===== config.mk =====
export PLATFORM = sky130hd
export DESIGN_NAME = sd_emmc_rx_deser
export DESIGN_NICKNAME = d
export VERILOG_FILES = /design/src/rtl/sd_emmc_rx_deser.sv
export SDC_FILE = /design/constraint.sdc
export NUM_CORES = 1
export LEC_CHECK = 0
export ABC_AREA = 1
export BUFFER_PORTS_ARGS = -buffer_cell sky130_fd_sc_hd__buf_4
export CELL_PAD_IN_SITES_DETAIL_PLACEMENT = 0
export CELL_PAD_IN_SITES_GLOBAL_PLACEMENT = 1
export CORE_ASPECT_RATIO = 1.25
export CORE_MARGIN = 2
export CORE_UTILIZATION = 41
export DETAILED_ROUTE_END_ITERATION = 6
export PLACE_DENSITY_LB_ADDON = 0.08
export REMOVE_ABC_BUFFERS = 1
export SYNTH_ARGS = -nofsm -noshare
export SYNTH_HDL_FRONTEND = slang
export SYNTH_SLANG_ARGS = --single-unit

===== constraint.sdc =====
create_clock -name clk -period 2.65 [get_ports clk]
set_input_delay 0.3975 -clock clk [delete_from_list [all_inputs] [get_ports clk]]
set_output_delay 0.3975 -clock clk [all_outputs]
set_load 0.02 [all_outputs]

===== src/rtl/sd_emmc_rx_deser.sv =====
// SD/eMMC receive deserialiser: takes per-lane rise/fall samples from the DDR
// capture stage, finds the start bit, packs data bits into bytes, skips CRC and
// checks the end bit on the active lanes.
//
// state        | meaning
// S_IDLE       | waiting for arm; configuration checked here
// S_WAIT_START | watching lane 0 for the start bit, timeout running
// S_DATA       | assembling data bytes
// S_CRC        | 16 CRC cycles discarded
// S_END        | end bit sampled on the active lanes
module sd_emmc_rx_deser #(
  parameter int DATA_WIDTH = 8,
  parameter int LEN_W      = 12,
  parameter int TMO_W      = 24
) (
  input  logic                  clk,
  input  logic                  rst,
  input  logic [DATA_WIDTH-1:0] din_r,
  input  logic [DATA_WIDTH-1:0] din_f,
  input  logic [1:0]            bus_width,
  input  logic                  ddr_mode,
  input  logic [LEN_W-1:0]      blk_len,
  input  logic [TMO_W-1:0]      tmo_cycles,
  input  logic                  arm,
  input  logic                  abort,
  output logic                  busy,
  output logic [15:0]           dout,
  output logic [1:0]            dout_vld,
  output logic                  done,
  output logic                  end_err,
  output logic                  tmo_err,
  output logic                  cfg_err
);

  typedef enum logic [2:0] {S_IDLE, S_WAIT_START, S_DATA, S_CRC, S_END} state_t;

  state_t           state_q;
  logic [1:0]       bw_q;
  logic             ddr_q;
  logic [LEN_W-1:0] blk_len_q;
  logic [LEN_W-1:0] byte_cnt_q;
  logic [TMO_W-1:0] tmo_cnt_q;
  logic [4:0]       crc_cnt_q;
  logic [7:0]       sh_q;
  logic [2:0]       bit_cnt_q;
  logic             busy_q, done_q, end_err_q, tmo_err_q, cfg_err_q;
  logic [15:0]      dout_q;
  logic [1:0]       dout_vld_q;

  logic [7:0]       rx, fx, bits, lane_mask, sh_d;
  logic [3:0]       nbits, bit_sum;
  logic [LEN_W-1:0] rem;
  logic             cfg_bad, end_bad, ddr8;

  // Per-mode bit extraction: lanes are zero-extended to 8 so one datapath covers all widths.
  always_comb begin
    rx        = 8'(din_r);
    fx        = 8'(din_f);
    nbits     = 4'd8;
    bits      = rx;
    lane_mask = 8'hFF;
    case (bw_q)
      2'd0: begin
        lane_mask = 8'h01;
        if (ddr_q) begin
          nbits = 4'd2;
          bits  = {6'b0, rx[0], fx[0]};
        end else begin
          nbits = 4'd1;
          bits  = {7'b0, rx[0]};
        end
      end
      2'd1: begin
        lane_mask = 8'h0F;
        if (ddr_q) begin
          nbits = 4'd8;
          bits  = {rx[3:0], fx[3:0]};
        end else begin
          nbits = 4'd4;
          bits  = {4'b0, rx[3:0]};
        end
      end
      default: ;
    endcase
    bit_sum = {1'b0, bit_cnt_q} + nbits;
    sh_d    = (sh_q << nbits) | bits;
    rem     = blk_len_q - byte_cnt_q;
    ddr8    = (bw_q == 2'd2) && ddr_q;
    end_bad = |(~rx & lane_mask);
    cfg_bad = (bus_width == 2'd3)
           || ((bus_width == 2'd2) && (DATA_WIDTH != 8))
           || ((bus_width == 2'd1) && (DATA_WIDTH < 4))
           || (blk_len == '0);
  end

  // Transfer FSM with registered outputs; abort overrides everything else.
  always_ff @(posedge clk) begin
    if (!rst) begin
      state_q    <= S_IDLE;
      bw_q       <= 2'd0;
      ddr_q      <= 1'b0;
      blk_len_q  <= '0;
      byte_cnt_q <= '0;
      tmo_cnt_q  <= '0;
      crc_cnt_q  <= '0;
      sh_q       <= '0;
      bit_cnt_q  <= '0;
      busy_q     <= 1'b0;
      dout_q     <= '0;
      dout_vld_q <= 2'b00;
      done_q     <= 1'b0;
      end_err_q  <= 1'b0;
      tmo_err_q  <= 1'b0;
      cfg_err_q  <= 1'b0;
    end else begin
      dout_vld_q <= 2'b00;
      done_q     <= 1'b0;
      end_err_q  <= 1'b0;
      tmo_err_q  <= 1'b0;
      cfg_err_q  <= 1'b0;
      if (abort) begin
        state_q    <= S_IDLE;
        busy_q     <= 1'b0;
        byte_cnt_q <= '0;
        tmo_cnt_q  <= '0;
        crc_cnt_q  <= '0;
        sh_q       <= '0;
        bit_cnt_q  <= '0;
      end else begin
        case (state_q)
          S_IDLE: begin
            if (arm) begin
              if (cfg_bad) begin
                cfg_err_q <= 1'b1;
              end else begin
                bw_q       <= bus_width;
                ddr_q      <= ddr_mode;
                blk_len_q  <= blk_len;
                tmo_cnt_q  <= tmo_cycles;
                byte_cnt_q <= '0;
                sh_q       <= '0;
                bit_cnt_q  <= '0;
                busy_q     <= 1'b1;
                state_q    <= S_WAIT_START;
              end
            end
          end
          S_WAIT_START: begin
            if (!rx[0]) begin
              state_q <= S_DATA;
            end else if (tmo_cnt_q == TMO_W'(1)) begin
              tmo_err_q <= 1'b1;
              busy_q    <= 1'b0;
              tmo_cnt_q <= '0;
              state_q   <= S_IDLE;
            end else if (tmo_cnt_q != '0) begin
              tmo_cnt_q <= tmo_cnt_q - TMO_W'(1);
            end
          end
          S_DATA: begin
            if (ddr8) begin
              if (rem == LEN_W'(1)) begin
                // odd length: the falling-edge byte is past the block and is dropped
                dout_q     <= {dout_q[15:8], rx};
                dout_vld_q <= 2'b01;
                byte_cnt_q <= byte_cnt_q + LEN_W'(1);
                crc_cnt_q  <= 5'd16;
                state_q    <= S_CRC;
              end else begin
                dout_q     <= {fx, rx};
                dout_vld_q <= 2'b11;
                byte_cnt_q <= byte_cnt_q + LEN_W'(2);
                if (rem == LEN_W'(2)) begin
                  crc_cnt_q <= 5'd16;
                  state_q   <= S_CRC;
                end
              end
            end else begin
              sh_q      <= sh_d;
              bit_cnt_q <= bit_sum[2:0];
              if (bit_sum[3]) begin
                dout_q     <= {dout_q[15:8], sh_d};
                dout_vld_q <= 2'b01;
                byte_cnt_q <= byte_cnt_q + LEN_W'(1);
                if (rem == LEN_W'(1)) begin
                  crc_cnt_q <= 5'd16;
                  state_q   <= S_CRC;
                end
              end
            end
          end
          S_CRC: begin
            if (crc_cnt_q == 5'd1) begin
              state_q <= S_END;
            end
            crc_cnt_q <= crc_cnt_q - 5'd1;
          end
          S_END: begin
            done_q    <= 1'b1;
            end_err_q <= end_bad;
            busy_q    <= 1'b0;
            state_q   <= S_IDLE;
          end
          default: begin
            busy_q  <= 1'b0;
            state_q <= S_IDLE;
          end
        endcase
      end
    end
  end

  assign busy     = busy_q;
  assign dout     = dout_q;
  assign dout_vld = dout_vld_q;
  assign done     = done_q;
  assign end_err  = end_err_q;
  assign tmo_err  = tmo_err_q;
  assign cfg_err  = cfg_err_q;

endmodule


Yosys cells after proc, flatten, opt, wreduce, memory -nomap -nowiden
Cells that the tools add are included.
{"block": "word_totals", "ff_bits": 93, "out_inout_bits": 23, "wordCells": 144}
{"block": "op_classes", "n_addsub": 6, "eq_ne": 22, "shifts": 1, "mux": 58, "n_bitwise": 14, "reduce_logical": 26}
{"op": "$mux W24", "n": 5}
{"op": "$mux W12", "n": 5}
{"op": "$pmux W24 S2", "n": 1}
{"op": "$pmux W8 S2", "n": 3}
{"op": "$mux W8", "n": 5}
{"op": "$mux W3", "n": 13}
{"op": "$mux W16", "n": 2}
{"op": "$mux W5", "n": 5}
{"op": "$eq A24 B1 Y1 const B", "n": 1}
{"op": "$pmux W12 S2", "n": 1}
{"op": "$reduce_bool A24 Y1", "n": 1}
{"op": "$sub A24 B1 Y24 const B", "n": 1}
{"op": "$reduce_and A4 Y1", "n": 5}
{"op": "$ne A3 B3 Y1 const B", "n": 5}
{"op": "$add A12 B1 Y12 const B", "n": 1}
{"op": "$add A12 B2 Y12 const B", "n": 1}
{"op": "$eq A12 B1 Y1 const B", "n": 1}
{"op": "$eq A12 B2 Y1 const B", "n": 1}
{"op": "$logic_not A12 Y1", "n": 1}
{"op": "$ne A2 B2 Y1 const B", "n": 6}
{"op": "$pmux W3 S4", "n": 1}
{"op": "$sub A12 B12 Y12", "n": 1}
{"op": "$not A1 Y1", "n": 11}
{"op": "$pmux W5 S2", "n": 1}
{"op": "30 further kinds", "n": 49}

Logic depth before layout (Yosys ltp)
{"block": "logic_depth", "ltp_word": 6, "depth_mapped": 18}

Worst setup path after synthesis
OpenSTA, ideal clock, no wires.
{"block": "synth_timing", "path_kind": "register to register", "start": "register blk_len_q[0]", "end": "register dout_q[14] (netlist: dout[14])", "setup_time_ps": 128, "arrival_ps": 2096, "setup_slack_ps": 426, "path_stages_with_launch": 19, "synth_period_minus_slack_ps": 2224, "cell_sequence": "dfxtp_1 > inv_1 > ha_1 > fa_1 > inv_1 > nand3_1 > nand2_1 > nand2_1 > nand2_1 > nand2_1 > nand2_1 > nand2_1 > nor3_1 > nand2_1 > nand3_1 > buf_2 > nand2_1 > o21ai_1 > nor2_1"}
{"block": "synth_via", "elab_chain_cells": 4}
{"element": "start, declared", "line_no": "40", "source": "logic [LEN_W-1:0] blk_len_q;"}
{"element": "start signal, assigned", "line_no": "138", "source": "blk_len_q <= blk_len;"}
{"element": "$sub A12 B12 Y12", "line_no": "87", "source": "rem = blk_len_q - byte_cnt_q;"}
{"element": "$eq A12 B1 Y1", "line_no": "162", "source": "if (rem == LEN_W'(1)) begin"}
{"element": "$not A1 Y1 (no source line)"}
{"element": "$reduce_and A4 Y1 (no source line)"}
{"element": "end signal, assigned", "line_no": "164", "source": "dout_q <= {dout_q[15:8], rx};"}
{"element": "end signal, assigned", "line_no": "170", "source": "dout_q <= {fx, rx};"}
{"element": "end signal, assigned", "line_no": "182", "source": "dout_q <= {dout_q[15:8], sh_d};"}
{"element": "end, declared", "line_no": "47", "source": "logic [15:0] dout_q;"}
No other way between the ends.
A chain may end at the register's enable or synchronous reset.

Worst setup path after layout
{"block": "layout_timing", "start": "register bw_q[1]", "end": "register dout_q[1] (netlist: dout[1])"}
{"block": "layout_via", "elab_chain_cells": 6, "word_cells_on_any_way": 13, "cone_classes": "add/sub: 1; eq/ne: 2; shift: 1; mux: 4; bitwise: 1; reduce/logical: 4"}
{"element": "start, declared", "line_no": "38", "source": "logic [1:0] bw_q;"}
{"element": "start signal, assigned", "line_no": "136", "source": "bw_q <= bus_width;"}
{"element": "$eq A2 B1 Y1 / $logic_not A2 Y1 (equally long branches)", "line_no": "62", "source": "case (bw_q)"}
{"element": "$pmux W4 S2", "line_no": "62"}
{"element": "$shl A8 B4 Y8", "line_no": "86", "source": "sh_d = (sh_q << nbits) | bits;"}
{"element": "$or A8 B8 Y8", "line_no": "86"}
{"element": "$mux W8", "line_no": "181", "source": "if (bit_sum[3]) begin"}
{"element": "$mux W16", "line_no": "161", "source": "if (ddr8) begin"}
Parallel ways exist; a longest one is shown, timed or not. The select of a mux whose other input is x is not followed.

==> reports/metrics.yaml <==
status: "complete, no violations"
placed_cell_area_um2: 6955
numClockSinks: 92
totalPowerFinal_mw: 4.117
clockBufferDepth: 2
yosys.area_share.simple_pct: 31.55
synth_ff_type: "dfxtp_1"
required_ns: 2.94
maxCapViolations: 0
sequentialPowerShare_pct: 36.4
ir_drop_mv: 0.2745
grt_max_degree: 41
antenna_cells: 0
path_buf_inv: 1
first_pass_iters: 5
antenna_left: 0
die-area_um2: 15750
dpl.hpwl_um: 12950
cp_slowest_cell: "dfxtp_1"
maxSlewViolCount: 0
post-route-min-period_ns: 2.407
setup-violations-final: 0
first_global_vias: 5909
clk_latency_ns: 0.36
fin_util_pct: 50.86
synth-xor-area-share_pct: 4.199
pwr-share-clk_pct: 33.0
holdBufCountCts: 0
setup_tns_ns: 0
synth_area_um2: 6048
h-tree-depth: 3
power_density_nw_per_um2: 561.7
drc: 0
antenna_found_initial: 0
track_usage_pct: 21.92
synthAdderAreaFrac_pct: 4.799
design.portCount: 82
cts_tree: "done"
synth-edff-count: 0
start_util_pct: 41.98
p_int_mw: 2.657
synth_area_per_cell_um2: 6.546
synthMuxAreaShare_pct: 0.5172
period_share_pct: 90.82
p_leak_nw: 3.380
initialDrtViolationCount: 357
portBuffers: 81
fin_worst_skew_ns: 0.009899
path_class: "flop to flop"
dpl.cell_count: 1184
vias: 6105
ys_seq_elements: 92
place_ws_ns: -0.04100
ys_warn_count: 0
hold_viol_final: 0
totalWireLength_um: 16980
gp_congestion: 0.8409
core_um2: 14410
synth_top_family_by_area: "simple AND/OR/NAND/NOR gates"
die_y_um: 139.8
fmax_ghz: 0.4155
layout-drive-gt1-share_pct: 17.40
arrival_ns: 2.70
syn_inst: 924
switchingPower_mw: 1.460
wl_per_cell_um: 14.14
crit_family: "simple AND/OR/NAND/NOR gates"
slowest_delay_ns: 0.44
die_x_um: 112.6
rsz0062_at_grt: "yes"
syn2layout_area_growth_pct: 21.16
fin_cells: 1201
r2r_slack_ns: 0.24
cts-root-buf: "clkbuf_16"
synth_compound_area_share_pct: 18.35
hp-class: "input port to flop"
grt_overflow: 0
swShare_pct: 35.47
setup_slack_ns: 0.2434
endpoint_kind: "flop"
combPwrFrac_pct: 30.6
synth.distinct_cells: 44
fin_nets: 1099
ys_seq_area_share_pct: 30.45
grt_pass1_wl_um: 28230
relSlewSlack_pct: 59.75
clk_pin_slew_ns: 0.07
drt-vias-per-instance: 5.083
holdWs_ns: 0.2602
max_slew.worst_pin.slew_ns: 0.6031
stdcell_area_um2: 7328
crit_chain: "inv_4 > nand2_2 > nor2_1 > ha_1 > a21oi_1 > nand2_1 > o211ai_2 > nand4_4 > nor3_4 > nand2_1 > a21oi_1"
cp_max_fo: 8
rows: 49
async_reset_ff_share_pct: 0
numCtsBuffers: 9
start_kind: "flop"
==> flip-flops by register name, summed over array words and instances, names as in the netlist, 2 cells and up <==
register / cells
state_q: 3
crc_cnt_q: 5
byte_cnt_q: 12
bw_q: 2
sh_q: 7
dout: 16
bit_cnt_q: 3
dout_vld: 2
tmo_cnt_q: 24
blk_len_q: 12
==> worst paths after layout <==
kind,from,to,cells past startpoint
max,bw_q[1]$_SDFFE_PN0P_,dout[1]$_SDFFE_PN0P_,11
max reg2reg,bw_q[1]$_SDFFE_PN0P_,dout[1]$_SDFFE_PN0P_,11
min,din_f[4],dout[12]$_SDFFE_PN0P_,3
min reg2reg,blk_len_q[7]$_SDFFE_PN0P_,blk_len_q[7]$_SDFFE_PN0P_,2
==> worst min-delay path, delay by kind of cell <==
family,cells,cell delay [ns]
and+or+nand+nor,2,0.11
buffers and inverters,1,0.08
==> kinds of logic (layout without fill, tap and decap cells) <==
| logic type | Yosys count | after routing |
|---|---|---|
| AOI/OAI and AO/OA | 200 | 200 |
| muxes | 3 | 3 |
| xor gates and xnor gates | 29 | 29 |
| and+or+nand+nor | 430 | 430 |
| buffers and inverters | 148 | 247 |
| adders and majority gates | 22 | 22 |
| DFF | 92 | 92 |
==> timing repair <==
action | 4_1_cts | 5_1_grt
setup buffers | 0 | 1
pin swaps | 0 | 3
gates resized for setup | 1 | 13
setup endpoints to repair | 3 | 29
==> layer usage <==
layer  share of wire (%)  track usage (%)  up-vias
met2                  49            37.76       84
met4                 2.7            8.793        0
met5                   0                0        -
met3                 2.6            2.265       26
li1                    -                -     3236
met1                  46            27.89     2759
==> power groups by stage <==
stage          Clock, mW  Combinational (mW)  Sequential [mW]
3_3_place_gp           0                1.23             1.53
4_1_cts             1.38                1.23             1.50
6_report            1.36                1.26             1.50
3_5_place_dp           0                1.23             1.53
5_1_grt             1.44                1.43             1.51
2_1_floorplan          0               0.847             1.53
==> synth_stat cells (5+ instances only) <==
cell	n	area share, %
buf_4	5	0.62
nor4_1	6	0.62
clkbuf_1	15	0.93
nor2_2	7	0.72
nand4_1	13	1.3
o21ai_1	6	0.50
dfxtp_1	92	30
o211ai_1	14	1.7
nor2_1	79	4.9
ha_1	20	4.1
nand2_2	5	0.52
nand2_1	229	14
nor2_4	7	1.3
nand3_1	63	5.2
inv_2	8	0.50
a21oi_1	91	7.5
o21ai_0	67	5.5
buf_2	5	0.41
inv_1	109	6.8
xor2_1	26	3.8
nor3_1	11	0.91
==> cells in the final DEF (no fill, tap or decap), drive strengths merged, types with 5 or more instances in the layout <==
cell type	n
clkbuf	11
a21oi	91
xor2	26
nor2	93
ha	20
nand4	14
nor4	6
nand2	235
buf	112
nor3	14
clkinv	5
o21ai	74
dfxtp	92
o211ai	16
nand3	63
inv	118
==> layout make-up <==
class / count / area [um^2]
clock buffer: 11 / 242.7
clock inverter: 5 / 61.31
fill: 1546 / 7079
inverter: 119 / 449.2
multi-input combinational: 684 / 3654
sequential: 92 / 1842
tap: 178 / 222.7
timing repair buffer: 112 / 857.1
No activity file was read; power rests on OpenSTA's default activity.
